## src/rtl/mux_grant_scheduler_if.sv

```systemverilog
// Request/grant bundle between the bit-select datapath sources and the mux grant scheduler.
interface mux_grant_scheduler_if #(
  parameter int unsigned NREQ     = 5,
  parameter int unsigned HOLD_MAX = 4
);
  localparam int unsigned CW = $clog2(HOLD_MAX + 1);

  logic [NREQ-1:0] req;
  logic [NREQ-1:0] data_in;
  logic            ovr_req;
  logic            ovr_data;
  logic            cfg_rr;
  logic [NREQ-1:0] gnt;
  logic            gnt_ovr;
  logic            z;
  logic            z_valid;
  logic [CW-1:0]   hold_cnt;

  modport master (
    output req, data_in, ovr_req, ovr_data, cfg_rr,
    input  gnt, gnt_ovr, z, z_valid, hold_cnt
  );

  modport slave (
    input  req, data_in, ovr_req, ovr_data, cfg_rr,
    output gnt, gnt_ovr, z, z_valid, hold_cnt
  );
endinterface

```

## src/rtl/mux_grant_scheduler.sv

```systemverilog
// Arbitrates NREQ requesters plus an override channel onto one registered bit,
// with bounded bursts, a turnaround gap and fixed-priority or round-robin selection.
module mux_grant_scheduler #(
  parameter int unsigned NREQ      = 5,
  parameter int unsigned HOLD_MAX  = 4,
  parameter int unsigned OVR_LEVEL = 3
) (
  input logic                  clk,
  input logic                  rst,
  mux_grant_scheduler_if.slave bus
);
  localparam int unsigned PW = (NREQ > 1) ? $clog2(NREQ) : 1;
  localparam int unsigned CW = $clog2(HOLD_MAX + 1);

  typedef enum logic [1:0] {IDLE, GRANT, GAP} state_t;

  state_t          state;
  logic [NREQ-1:0] gnt_r;
  logic            gnt_ovr_r;
  logic            z_r;
  logic            z_valid_r;
  logic [CW-1:0]   hold_r;
  logic [PW-1:0]   rr_ptr;
  logic [PW-1:0]   cur_idx;
  logic            cur_ovr;

  logic            found;
  logic            win_ovr;
  logic            win_any;
  logic [PW-1:0]   win_idx;
  int unsigned     scan_idx;
  logic            src_req;
  logic            src_data;

  // Fixed mode scans from index 0; round-robin scans from rr_ptr with wrap.
  always_comb begin
    found    = 1'b0;
    win_idx  = '0;
    scan_idx = 0;
    for (int unsigned k = 0; k < NREQ; k++) begin
      scan_idx = bus.cfg_rr ? (32'(rr_ptr) + k) % NREQ : k;
      if (!found && bus.req[PW'(scan_idx)]) begin
        found   = 1'b1;
        win_idx = PW'(scan_idx);
      end
    end
    win_ovr = bus.ovr_req && (bus.req[OVR_LEVEL-1:0] == '0);
    win_any = found || win_ovr;
  end

  assign src_req  = cur_ovr ? bus.ovr_req  : bus.req[cur_idx];
  assign src_data = cur_ovr ? bus.ovr_data : bus.data_in[cur_idx];

  always_ff @(posedge clk or posedge rst) begin
    if (rst) begin
      state     <= IDLE;
      gnt_r     <= '0;
      gnt_ovr_r <= 1'b0;
      z_r       <= 1'b0;
      z_valid_r <= 1'b0;
      hold_r    <= '0;
      rr_ptr    <= '0;
      cur_idx   <= '0;
      cur_ovr   <= 1'b0;
    end else begin
      case (state)
        IDLE: begin
          if (win_any) begin
            state   <= GRANT;
            hold_r  <= CW'(1);
            cur_ovr <= win_ovr;
            cur_idx <= win_idx;
            if (win_ovr) gnt_ovr_r <= 1'b1;
            else         gnt_r     <= NREQ'(1) << win_idx;
          end
        end
        GRANT: begin
          if (!src_req || hold_r == CW'(HOLD_MAX)) begin
            state     <= GAP;
            gnt_r     <= '0;
            gnt_ovr_r <= 1'b0;
            z_valid_r <= 1'b0;
            hold_r    <= '0;
            if (!cur_ovr)
              rr_ptr <= (cur_idx == PW'(NREQ - 1)) ? '0 : cur_idx + 1'b1;
          end else begin
            z_r       <= src_data;
            z_valid_r <= 1'b1;
            hold_r    <= hold_r + 1'b1;
          end
        end
        GAP:     state <= IDLE;
        default: state <= IDLE;
      endcase
    end
  end

  assign bus.gnt      = gnt_r;
  assign bus.gnt_ovr  = gnt_ovr_r;
  assign bus.z        = z_r;
  assign bus.z_valid  = z_valid_r;
  assign bus.hold_cnt = hold_r;

  a_grant_onehot: assert property (@(posedge clk) disable iff (rst) $onehot0({gnt_ovr_r, gnt_r}));
endmodule

```

## src/flat_wrapper.sv

```systemverilog
// flat-port wrapper written by rule: the top's interface ports become plain ports
module mux_grant_scheduler_flat 
#(
  parameter int unsigned NREQ      = 5,
  parameter int unsigned HOLD_MAX  = 4,
  parameter int unsigned OVR_LEVEL = 3
)
  (clk, rst, bus_req, bus_data_in, bus_ovr_req, bus_ovr_data, bus_cfg_rr, bus_gnt, bus_gnt_ovr, bus_z, bus_z_valid, bus_hold_cnt);
  mux_grant_scheduler_if #(.NREQ(NREQ), .HOLD_MAX(HOLD_MAX)) bus_i ();
  input logic clk;
  input logic rst;
  input wire logic [$bits(bus_i.req)-1:0] bus_req;
  input wire logic [$bits(bus_i.data_in)-1:0] bus_data_in;
  input wire logic [$bits(bus_i.ovr_req)-1:0] bus_ovr_req;
  input wire logic [$bits(bus_i.ovr_data)-1:0] bus_ovr_data;
  input wire logic [$bits(bus_i.cfg_rr)-1:0] bus_cfg_rr;
  output wire logic [$bits(bus_i.gnt)-1:0] bus_gnt;
  output wire logic [$bits(bus_i.gnt_ovr)-1:0] bus_gnt_ovr;
  output wire logic [$bits(bus_i.z)-1:0] bus_z;
  output wire logic [$bits(bus_i.z_valid)-1:0] bus_z_valid;
  output wire logic [$bits(bus_i.hold_cnt)-1:0] bus_hold_cnt;
  assign bus_i.req = bus_req;
  assign bus_i.data_in = bus_data_in;
  assign bus_i.ovr_req = bus_ovr_req;
  assign bus_i.ovr_data = bus_ovr_data;
  assign bus_i.cfg_rr = bus_cfg_rr;
  assign bus_gnt = bus_i.gnt;
  assign bus_gnt_ovr = bus_i.gnt_ovr;
  assign bus_z = bus_i.z;
  assign bus_z_valid = bus_i.z_valid;
  assign bus_hold_cnt = bus_i.hold_cnt;
  mux_grant_scheduler #(.NREQ(NREQ), .HOLD_MAX(HOLD_MAX), .OVR_LEVEL(OVR_LEVEL)) u_core (.clk(clk), .rst(rst), .bus(bus_i));
endmodule
```

## config.mk

```make
export PLATFORM = sky130hd
export DESIGN_NAME = mux_grant_scheduler_flat
export DESIGN_NICKNAME = d
export VERILOG_FILES = /design/src/rtl/mux_grant_scheduler_if.sv /design/src/rtl/mux_grant_scheduler.sv /design/src/flat_wrapper.sv
export SDC_FILE = /design/constraint.sdc
export NUM_CORES = 1
export LEC_CHECK = 0
export CORE_UTILIZATION = 30
export CTS_CLUSTER_SIZE = 10
export DETAILED_ROUTE_END_ITERATION = 10
export HOLD_SLACK_MARGIN = 0.1
export SYNTH_ARGS = -nofsm -noshare
export SYNTH_HDL_FRONTEND = slang
export SYNTH_SLANG_ARGS = --single-unit
```

## constraint.sdc

```tcl
create_clock -name clk -period 5.2 [get_ports clk]
set_input_delay 0.52 -clock clk [delete_from_list [all_inputs] [get_ports clk]]
set_output_delay 0.52 -clock clk [all_outputs]
set_load 0.005 [all_outputs]
```

After elaboration in Yosys (flattened, before gate mapping)
Cells that the tools add are included.

word-level totals
  flip-flop bits (word level) = 20
  latch bits = 0
  RAM bits = 0
  bits in read-only memories = 0
  input port bits = 15
  output and inout port bits = 11
  memories kept = 0

cells by class
  $add $sub $neg = 6
  multipliers = 0
  div/mod/pow operators = 5
  order comparisons = 6
  equal/unequal tests = 7
  shifts and indexed selects = 1
  mux-type cells = 47
  bitwise gates (word level) = 2
  reduce and logical (&&, ||, !) cells = 22

operator list
  operator               count
  $mod 32x3->32 const B  4
  $mux 3                 13
  $mod 3x3->32 const B   1
  $lt 3x4->1 const B     6
  $bmux 1 s3             7
  $mux 1                 18
  $mux 5                 3
  $pmux 5 s2             1
  $add 3x2->4 const B    2
  $reduce_and 2->1       4
  $reduce_and 4->1       2
  $add 3x1->3 const B    2
  $eq 3x3->1 const B     2
  $ne 2x1->1 const B     3
  $pmux 3 s2             1
  $logic_and 1x1->1      5
  $logic_not 1->1        5
  $shl 1x3->5 const A    1
  $add 3x1->4 const B    1
  $add 3x3->4 const B    1
  $mux 2                 2
  $pmux 2 s2             1
  $logic_not 3->1        1
  $reduce_and 3->1       1
  7 further kinds        9

Depth between registers and ports, before layout
  depth after elaboration = 21
  gate-level depth with buffers = 20

Least setup slack after synthesis
Ideal clock, no wire load.

  path type = reg2reg
  start point = register u_core.rr_ptr[0]
  end point = register u_core.gnt_r[0] (netlist: u_core.bus.gnt[0])
  setup time = 121 ps
  arrival = 4689 ps
  data required time = 5079 ps
  setup slack = 390 ps
  stages on the path, launching flop included = 21
  period minus slack after synthesis = 4810 ps
  path through = dfrtp_1 > buf_4 > inv_2 > ha_1 > xnor2_1 > inv_1 > ha_1 > or2_2 > o211a_1 > or2_2 > ha_1 > nand2b_1 > o2111ai_1 > nand3_1 > a211o_1 > o211a_1 > a211oi_4 > nand2b_4 > o211ai_2 > and3_1 > a41o_1

between the ends
  cells in the longest elaborated chain, start to end = 21

ends and longest elaborated chain
  element                                                 line                       text
  start, declared                                         mux_grant_scheduler.sv:23  logic [PW-1:0] rr_ptr;
  start signal, assigned                                  mux_grant_scheduler.sv:85  rr_ptr <= (cur_idx == PW'(NREQ - 1)) ? '0 : cur_idx + 1'b1;
  branches (longest 21 deep; another with $mod 32x3->32)  -
  end signal, assigned                                    mux_grant_scheduler.sv:74  else gnt_r <= NREQ'(1) << win_idx;
  end, declared                                           mux_grant_scheduler.sv:18  logic [NREQ-1:0] gnt_r;

Several ways; the timed one is not identified. The select of a mux whose other input is x is not followed.
A chain may end at the register's enable or synchronous reset.

Worst setup path after layout
Ends and elaborated chain as after synthesis.

==> metrics <==
average detailed-routed wire length per instance 15.6 um; post-synthesis to final-layout area growth 18.4%; die height 95.7 um; critical path peak fanout 9; most repeated cell in the gate-level netlist after synthesis o21ai_0; end point of the worst hold path u_core.bus.z_valid$_DFFE_PP0P_; pin slew with the least headroom to its limit just under 0.8 ns; antenna diode instance count 0; category of the most critical setup path reg -> reg; Worst-path clk slew approximately 0.090 ns; vias between 2k and 3k; half-perimeter wire length of the detailed placement result around 5400 um; yosys warns 0; part of the cycle the worst path needs 0.913; number of antenna violations at the first check in global routing 0; fraction of layout instances using a drive strength above 1 0.102; cell count after placement ~460; largest net degree at the start of global routing 25; synthesized netlist cell count 325; Max H-tree Level 1; DR pass1 iterations 4; floorplan die area roughly 0.009 mm2; placement row count 33; sum of negative setup slack 0 ns; Register-to-Register Setup Slack about 0.45 ns; CTS sink cnt 20; post-detailed-routing wire length ~7200 um; largest cells by area after synthesis dfrtp_1, ha_1, o21ai_0, mux2i_1, inv_1; depth of the worst hold-timing path 2; Max-cap violations 0; antenna viol nets, final 0; first-pass GRT wire length roughly 12,000 um; Syn Nets 367; CTS tree yes; cell chosen for the clock root clkbuf_8; final net count roughly 400; Max Freq around 210 MHz; startpoint kind of the worst setup timing path flop; data arrival time at the worst-slack endpoint between 4 and 5 ns; Worst slew margin 0.466; Hold Vio Cnt, Final 0; Crit. End Element flop; Max Clock Skew about 0.0076 ns; Reg-to-Reg End u_core.bus.gnt[0]$_DFFE_PP0P_; effective utilization at floorplan 0.316; DRC violations left 0; Floorplan Core Area between 0.008 and 0.009 mm2; global route overflow 0; final standard cell count with taps included and fillers excluded between 400 and 500; RSZ-0062 raised after global routing no; buffer levels on the longest clock path 2; sequential-to-total area share from yosys stat 0.190; required time at the worst-slack endpoint 5.35 ns; netlist area before placement 0.00263 mm2; Worst Hold Class reg -> reg; CTS buffer count 3; final critical path time including I/O delays and setup 4.75 ns; post-synthesis sequential element count 20; status finished clean; Primary FF master, synth dfrtp_1; synth unique cells 77; total count of max-transition violations in the final report 0; origin of the worst setup path u_core.rr_ptr[0]$_DFFE_PP0P_; top cell types by occurrence after synthesis o21ai_0, ha_1, inv_1; number of synthesized flops with an enable pin 0; GRT Total Usage 0.161; worst reg2reg path depth 19; DRC marker count from the first detailed-route iteration 172; Avg Vias per Cell ~5.6; top-level port count 26; Final setup violation count 0; largest area contributor in the synthesized netlist dfrtp_1; Port Buffers 25; critical register-to-register path startpoint u_core.rr_ptr[0]$_DFFE_PP0P_; hold_sp u_core.bus.z_valid$_DFFE_PP0P_; vias in the first global route roughly 2.5k; placer's final routability congestion estimate about 0.89; mean area per synthesized cell 8.10 um2; Horiz. Die Dim 95.7 um; proportion of register bits with asynchronous set or reset after synthesis 1.00; area share of the largest cell type after synthesis 0.190; clock latency on the worst-skew pair ~0.27 ns
==> cells in the final DEF, fill, tap and decap left out, types with 3 or more instances in the layout <==
| cell type | synthesis | layout |
|---|---|---|
| a211o_1 | 6 | 6 |
| nand2_1 | 23 | 23 |
| a21oi_1 | 17 | 17 |
| o211ai_2 | 3 | 3 |
| dfrtp_1 | 20 | 20 |
| o21ai_0 | 30 | 30 |
| nor3b_1 | 3 | 3 |
| mux2i_1 | 10 | 10 |
| o211ai_1 | 5 | 5 |
| ha_1 | 26 | 26 |
| nor3_1 | 4 | 4 |
| xnor2_1 | 5 | 5 |
| clkdlybuf4s50_1 | 0 | 25 |
| nor2b_1 | 4 | 4 |
| nand2b_1 | 7 | 7 |
| nor2_1 | 19 | 19 |
| inv_1 | 25 | 25 |
| o211a_1 | 5 | 5 |
| clkbuf_8 | 0 | 3 |
| buf_4 | 1 | 9 |
| or2_2 | 3 | 3 |
| nand3_1 | 15 | 15 |
| o22ai_1 | 4 | 4 |
| o31ai_1 | 3 | 3 |
| and3_1 | 6 | 6 |
| o21bai_1 | 3 | 3 |
| a31oi_1 | 5 | 4 |
==> state kept, by name, summed over array words and instances (netlist names) <==
name and flops:
u_core.cur_idx 3, u_core.bus.z_valid 1, u_core.state 2, u_core.cur_ovr 1
u_core.bus.hold_cnt 3, u_core.bus.gnt_ovr 1, u_core.bus.z 1, u_core.bus.gnt 5
u_core.rr_ptr 3
==> worst max-delay path: stages (launching register included) <==
cell and delay [ns]:
dfrtp_1 0.37, inv_2 0.04, ha_1 0.26, xnor2_1 0.27, inv_1 0.15, ha_1 0.24, or2_2 0.30, o211a_1 0.25
or2_2 0.30, ha_1 0.19, nand2b_1 0.14, o2111ai_1 0.15, nand3_1 0.23, a211o_1 0.32, o211a_1 0.16, a211oi_4 0.40
nand2b_4 0.24, o211ai_2 0.19, and3_1 0.23, a41o_1 0.20
==> logic make-up (layout without fill, tap and decap cells) <==
family | count (synthesis) | in the layout | share of synthesized area
buffers and inverters | 37 | 66 | 0.0556
XOR/XNOR | 6 | 6 | 0.0228
adder cells (fa/ha/maj) | 27 | 27 | 0.131
AND/OR/NAND/NOR | 102 | 102 | 0.212
multiplexers | 12 | 12 | 0.0509
flip-flops | 20 | 20 | 0.190
AO/OA/AOI/OAI | 121 | 121 | 0.337
==> metal layers <==
layer / up-vias / track usage / wire, um
met2: 68 / 0.276 / 3460
met3: 6 / 0.0167 / 304
met5: - / 0 / 0
met4: 0 / 0.0348 / 61
met1: 1233 / 0.217 / 3330
li1: 1279 / - / -
==> area by class of cell <==
type	count	area (um2)
tap	105	131
clock buffer	3	41.3
sequential	20	500
multi-input combinational	268	1990
timing repair buffer	34	318
clock inverter	1	30.0
inverter	28	105
fill	849	5220
==> what timing repair did <==
| item | in CTS | in global routing |
|---|---|---|
| setup buffers | 0 | 0 |
| setup endpoints to repair | 0 | 6 |
| gates resized for setup | 0 | 1 |
| hold buffers | 0 | 0 |
==> stage by stage <==
stage / cell area [um2] / setup slack, ns / utilization / hold slack [ns]
after CTS: 3110 / 0.417 / 0.373 / 0.494
after global routing: 3120 / 0.0687 / 0.374 / 0.525
after detailed placement: 3040 / 0.440 / 0.365 / 0.472
final: 3120 / 0.454 / 0.374 / 0.486
after global placement: 3040 / 0.569 / 0.365 / 0.468
after floorplan: 2630 / 0.390 / - / 0.469
==> how the worst max path moves through the flow <==
stage	to	slack (ns)	cells after the start
6_report	u_core.bus.gnt[0]$_DFFE_PP0P_	0.45	19
5_1_grt	u_core.bus.gnt[0]$_DFFE_PP0P_	0.07	19
4_1_cts	u_core.bus.gnt[0]$_DFFE_PP0P_	0.42	16
3_5_place_dp	u_core.cur_idx[0]$_DFFE_PP0P_	0.44	16
3_3_place_gp	u_core.bus.gnt[0]$_DFFE_PP0P_	0.57	19
2_1_floorplan	u_core.bus.gnt[0]$_DFFE_PP0P_	0.39	20
Power is left out: the tool's default activity adds up to more than one toggle a clock period on the data nets, which glitch-free logic cannot reach.
==> patch 1 (config.mk and constraints unchanged) <==
Encoding of `state_t`: now one-hot (3 bits for 3 states).
--- a/src/rtl/mux_grant_scheduler.sv
+++ b/src/rtl/mux_grant_scheduler.sv
@@ -12,7 +12,7 @@
   localparam int unsigned PW = (NREQ > 1) ? $clog2(NREQ) : 1;
   localparam int unsigned CW = $clog2(HOLD_MAX + 1);
 
-  typedef enum logic [1:0] {IDLE, GRANT, GAP} state_t;
+  typedef enum logic [2:0] {IDLE = 3'b001, GRANT = 3'b010, GAP = 3'b100} state_t;
 
   state_t          state;
   logic [NREQ-1:0] gnt_r;
Check against the original RTL: no difference found for any inputs over 4 cycles, from zero or initial values and one cycle with rst high; so few cycles prove little.
==> patch 1 against the unedited design <==
The flow now finishes with violations (DRC); die area increased by 4.9%; routed wire length about the same; setup slack got worse by 87 ps; sequential cell count increased by 1; synthesized cell count increased by 3.1%; worst hold slack got worse by 3.7 ps; design area increased by 3.6%; via count increased by 1.5%; area after synthesis increased by 5.0%; sequential share of layout area increased by 0.29 points; critical endpoint is now u_core.bus.gnt[1]$_DFFE_PP0P_; largest cell class unchanged; highest routed layer unchanged.
Power is left out: the tool's default activity adds up to more than one toggle a clock period on the data nets, which glitch-free logic cannot reach.
==> patch 1: results (changes against the unedited design) <==
status:
  status: "finished with violations"
  violations: "DRC"
clocking:
  cts-root-buf: "clkbuf_8"
  cts-resized-gates: 0  # unchanged
  cts_made_buffers: 3  # unchanged
  clkLatencyLatePin_ps: 270  # about the same
  htree_levels: 1  # unchanged
logic_synthesis:
  syn_nets: 377  # +2.7%
  yosysSeqAreaShare_pct: 19.0  # +0.038 points
  ys_top_cells_by_count: "nand2_1, ha_1, nor2_1, inv_1, dfrtp_1"
  synthArstFlopShare_pct: 100  # unchanged
  ys_top_cells_by_area: "dfrtp_1, ha_1, nand2_1"
  ys_types: 73  # -5.2%
placed_design:
  place.gp.congestion: 0.854  # -3.7%
  dp_hpwl_um: 5670  # +4.2%
global_routing:
  antenna_found_initial: 0  # unchanged
  grt_use_total_pct: 15.1  # -1.0 points
  grt_pass1_wl_um: 12100  # +1.7%
  grt_max_degree: 22  # -12%
  grt_pass1_vias: 2452  # -2.2%
worst_setup_path:
  cp_max_fo: 9  # unchanged
  worst_ep_required_time_ps: 5350  # about the same
  slowest_delay_ps: 480  # +80 ps
  crit_slowest_cell: "dfrtp_2"
final_layout:
  drive_gt1_share_pct: 13.6  # +3.4 points
  largest_reg_flops: 5  # unchanged
  nets: 404  # +1.8%
  fillers: 907  # +6.8%
routing:
  wl_um: 7150  # about the same
  vias_per_cell: 5.60  # -0.62%
  drtIter0Drc: 166  # -3.5%
  drc: 2  # +2
  dr.pass1.iters: 7  # +3
sta:
  timing.slew.headroom_pct: 44.3  # -2.3 points
  clock_skew_ps: 15.3  # +7.72 ps
## patch 1: cell count changes after synthesis, sizes merged, moves of 5 or more
cell	unedited run	this run
a211o	6	1
nand2	24	35
o211a	5	0
or3	1	6
## patch 1: cell families (layout without fill, tap and decap cells)
family	after synthesis	count (layout)	share of synthesized area, %
AOI/OAI and AO/OA	108	108	30.3
xor gates and xnor gates	6	6	1.90
adders and majority gates	27	27	12.5
buffers and inverters	37	63	5.43
DFF	21	21	19.0
muxes	17	17	7.38
and+or+nand+nor	119	119	23.4
## patch 1: worst max-delay path, delay by kind of cell (launching register included)
family	cells	cell delay, ps
AOI/OAI and AO/OA	7	1620
adders and majority gates	3	760
and+or+nand+nor	4	600
DFF	1	480
buffers and inverters	3	470
xor gates and xnor gates	2	440
muxes	1	330
## patch 1: metal layers
layer	track usage [%]	share of wire, %
met5	0	0
met1	22.4	51
met2	23.7	45
met3	1.43	3.5
met4	2.80	0.84
## patch 1: layout make-up
type | instances | share of cell area [%]
clock inverter | 1 | 0.232
clock buffer | 3 | 1.28
tap | 108 | 4.18
inverter | 26 | 3.02
timing repair buffer | 33 | 9.60
multi-input combinational | 277 | 65.3
sequential | 21 | 16.3
## patch 1: metrics by stage
stage                     hold WS [ps]  instance area (sq um)  cells  worst slack (ps)  util, %
final                              482                   3230    469               367     36.7
after global routing               516                   3230    469             0.683     36.7
after CTS                          488                   3210    469               199     36.4
after detailed placement           469                   3160    465               246     35.9
after global placement             463                   3160    465               448     35.9
after floorplan                    467                   2770    335               745        -
## patch 1: worst paths after layout
path / from / to / depth (start not counted) / slack, ps
worst max-delay path: u_core.rr_ptr[1]$_DFFE_PP0P_ / u_core.bus.gnt[1]$_DFFE_PP0P_ / 20 / 370
worst min-delay path: u_core.bus.gnt[0]$_DFFE_PP0P_ / u_core.bus.gnt[0]$_DFFE_PP0P_ / 2 / 480
worst max register to register: u_core.rr_ptr[1]$_DFFE_PP0P_ / u_core.bus.gnt[1]$_DFFE_PP0P_ / 20 / 370
worst min register to register: u_core.bus.gnt[0]$_DFFE_PP0P_ / u_core.bus.gnt[0]$_DFFE_PP0P_ / 2 / 480
max in group asynchronous: rst / u_core.rr_ptr[1]$_DFFE_PP0P_ / 2 / 3940
min in group asynchronous: rst / u_core.bus.hold_cnt[0]$_DFFE_PP0P_ / 2 / 700
==> patch 2 (config.mk and constraints unchanged) <==
Without the edit above. `OVR_LEVEL` is set to 3 in 2 places; all go to 2.
--- a/src/rtl/mux_grant_scheduler.sv
+++ b/src/rtl/mux_grant_scheduler.sv
@@ -3,7 +3,7 @@
 module mux_grant_scheduler #(
   parameter int unsigned NREQ      = 5,
   parameter int unsigned HOLD_MAX  = 4,
-  parameter int unsigned OVR_LEVEL = 3
+  parameter int unsigned OVR_LEVEL = 2
 ) (
   input logic                  clk,
   input logic                  rst,
--- a/src/flat_wrapper.sv
+++ b/src/flat_wrapper.sv
@@ -3,7 +3,7 @@
 #(
   parameter int unsigned NREQ      = 5,
   parameter int unsigned HOLD_MAX  = 4,
-  parameter int unsigned OVR_LEVEL = 3
+  parameter int unsigned OVR_LEVEL = 2
 )
   (clk, rst, bus_req, bus_data_in, bus_ovr_req, bus_ovr_data, bus_cfg_rr, bus_gnt, bus_gnt_ovr, bus_z, bus_z_valid, bus_hold_cnt);
   mux_grant_scheduler_if #(.NREQ(NREQ), .HOLD_MAX(HOLD_MAX)) bus_i ();
Formal check against the unedited RTL: not equivalent (a bounded check fails within 4 cycles, from zero or initial values and one cycle with rst high).
==> patch 2 against the unedited design <==
Area after synthesis is 1.9% higher; setup slack worse by 66 ps; sequential share of layout area is 0.084 points higher; routed wire length down 6.7%; cell count decreased by 2.4%; design area fell by 0.52%; sequential cell count unchanged; non-clock buffer count is 3 lower; worst hold slack gained 9.2 ps; die area rose by 1.9%; critical path depth unchanged; highest routed layer unchanged.
Power is not shown: default switching activity piles up to over one toggle a cycle in this logic, so the estimate is an artifact.
==> patch 2: results (changes against the unedited design) <==
status:
  status: "finished, final reports clean"
final_layout:
  multi_input_area_share_pct: 64.8  # +0.94 points
  clk_share_pct: 1.77  # -0.51 points
  drive_gt1_share_pct: 11.2  # +1.0 points
  fillers: 932  # +9.8%
  utilization_pct: 35.7  # -1.6 points
  n_clock_buffer: 4  # +1
  seq_area_share_pct: 16.1  # +0.084 points
  multi_input_cells: 257  # -4.1%
  instances_no_fill: 448  # -2.4%
  buf_share_pct: 9.52  # -0.67 points
  nets: 383  # -3.5%
  nNonClkBuffers: 31  # -8.8%
worst_setup_path:
  crit_slowest_cell: "dfrtp_1"
  cp.arrival_ps: 4960  # +60 ps
  rrSetupSlack_ps: 390  # -70 ps
  crit_start: "u_core.rr_ptr[1]$_DFFE_PP0P_"
  r2r-end: "u_core.bus.hold_cnt[0]$_DFFE_PP0P_"
  slowest_delay_ps: 450  # +50 ps
logic_synthesis:
  yosysSeqAreaShare_pct: 18.7  # -0.35 points
  synth_mux_area_share_pct: 9.24  # +4.1 points
  syn_nets: 360  # -1.9%
  avgSynthCellArea_sq_um: 8.44  # +4.1%
  ys_top_cells_by_count: "ha_1, inv_1, nand2_1"
  synth_cells: 318  # -2.2%
  synth-compound-area-share_pct: 28.9  # -4.8 points
  synthXorXnorAreaFrac_pct: 3.87  # +1.6 points
  ys_types: 74  # -3.9%
  synthAdderAreaFrac_pct: 12.9  # -0.24 points
  ys_top_cells_by_area: "dfrtp_1, ha_1, mux2i_1"
routing:
  vias: 2450  # -5.3%
  wl_um: 6670  # -6.7%
  drtIter0Drc: 128  # -26%
sta:
  period_share_pct: 92.5  # +1.3 points
  clock_skew_ps: 1.42  # -6.14 ps
  timing.slew.headroom_pct: 44.2  # -2.4 points
  worst_hold_slack_ps: 495  # +9.17 ps
worst_hold_path:
  hold_end: "u_core.bus.z_valid$_DFFE_PP0P_"
clocking:
  cts_buffer_depth: 2  # unchanged
  clkLatencyLatePin_ps: 260
  cts-root-buf: "clkbuf_8"
placed_design:
  place_inst: 444  # -2.4%
  place_ws_ps: 269  # -170 ps
  dp_hpwl_um: 5350  # -1.7%
  place_area_sq_mm: 0.00303  # -0.25%
  place.gp.congestion: 0.894  # +0.83%
global_routing:
  grt_use_total_pct: 14.6  # -1.5 points
  grt_pass1_vias: 2280  # -9.1%
  grt_pass1_wl_um: 10900  # -8.4%
  grt_max_degree: 22  # -12%
-- patch 2: changes by cell type after synthesis, moves of 4 or more --
cell,before,now
a211o_1,6,1
a21o_1,2,6
and3_1,6,2
nand3_1,15,20
o211a_1,5,0
o21ai_0,30,20
o22ai_1,4,0
-- patch 2: kinds of logic (layout without fill, tap and decap cells) --
logic type / after synthesis / count (layout)
and+or+nand+nor: 100 / 100
DFF: 20 / 20
xor gates and xnor gates: 8 / 8
AOI/OAI and AO/OA: 102 / 102
muxes: 20 / 20
buffers and inverters: 41 / 63
adders and majority gates: 27 / 27
-- patch 2: per-layer routing --
metal | wire length [um] | GRT usage [%] | vias to the layer above
met2 | 3100 | 24.7 | 57
met1 | 3220 | 20.2 | 1156
met4 | 112 | 2.94 | 0
met3 | 243 | 1.49 | 8
li1 | - | - | 1229
met5 | 0 | 0 | -
-- patch 2: timing repair --
| item | CTS | global route |
|---|---|---|
| endpoints found under the setup margin | 0 | 10 |
| resized for setup | 0 | 2 |
| hold endpoints to repair | 0 | 0 |
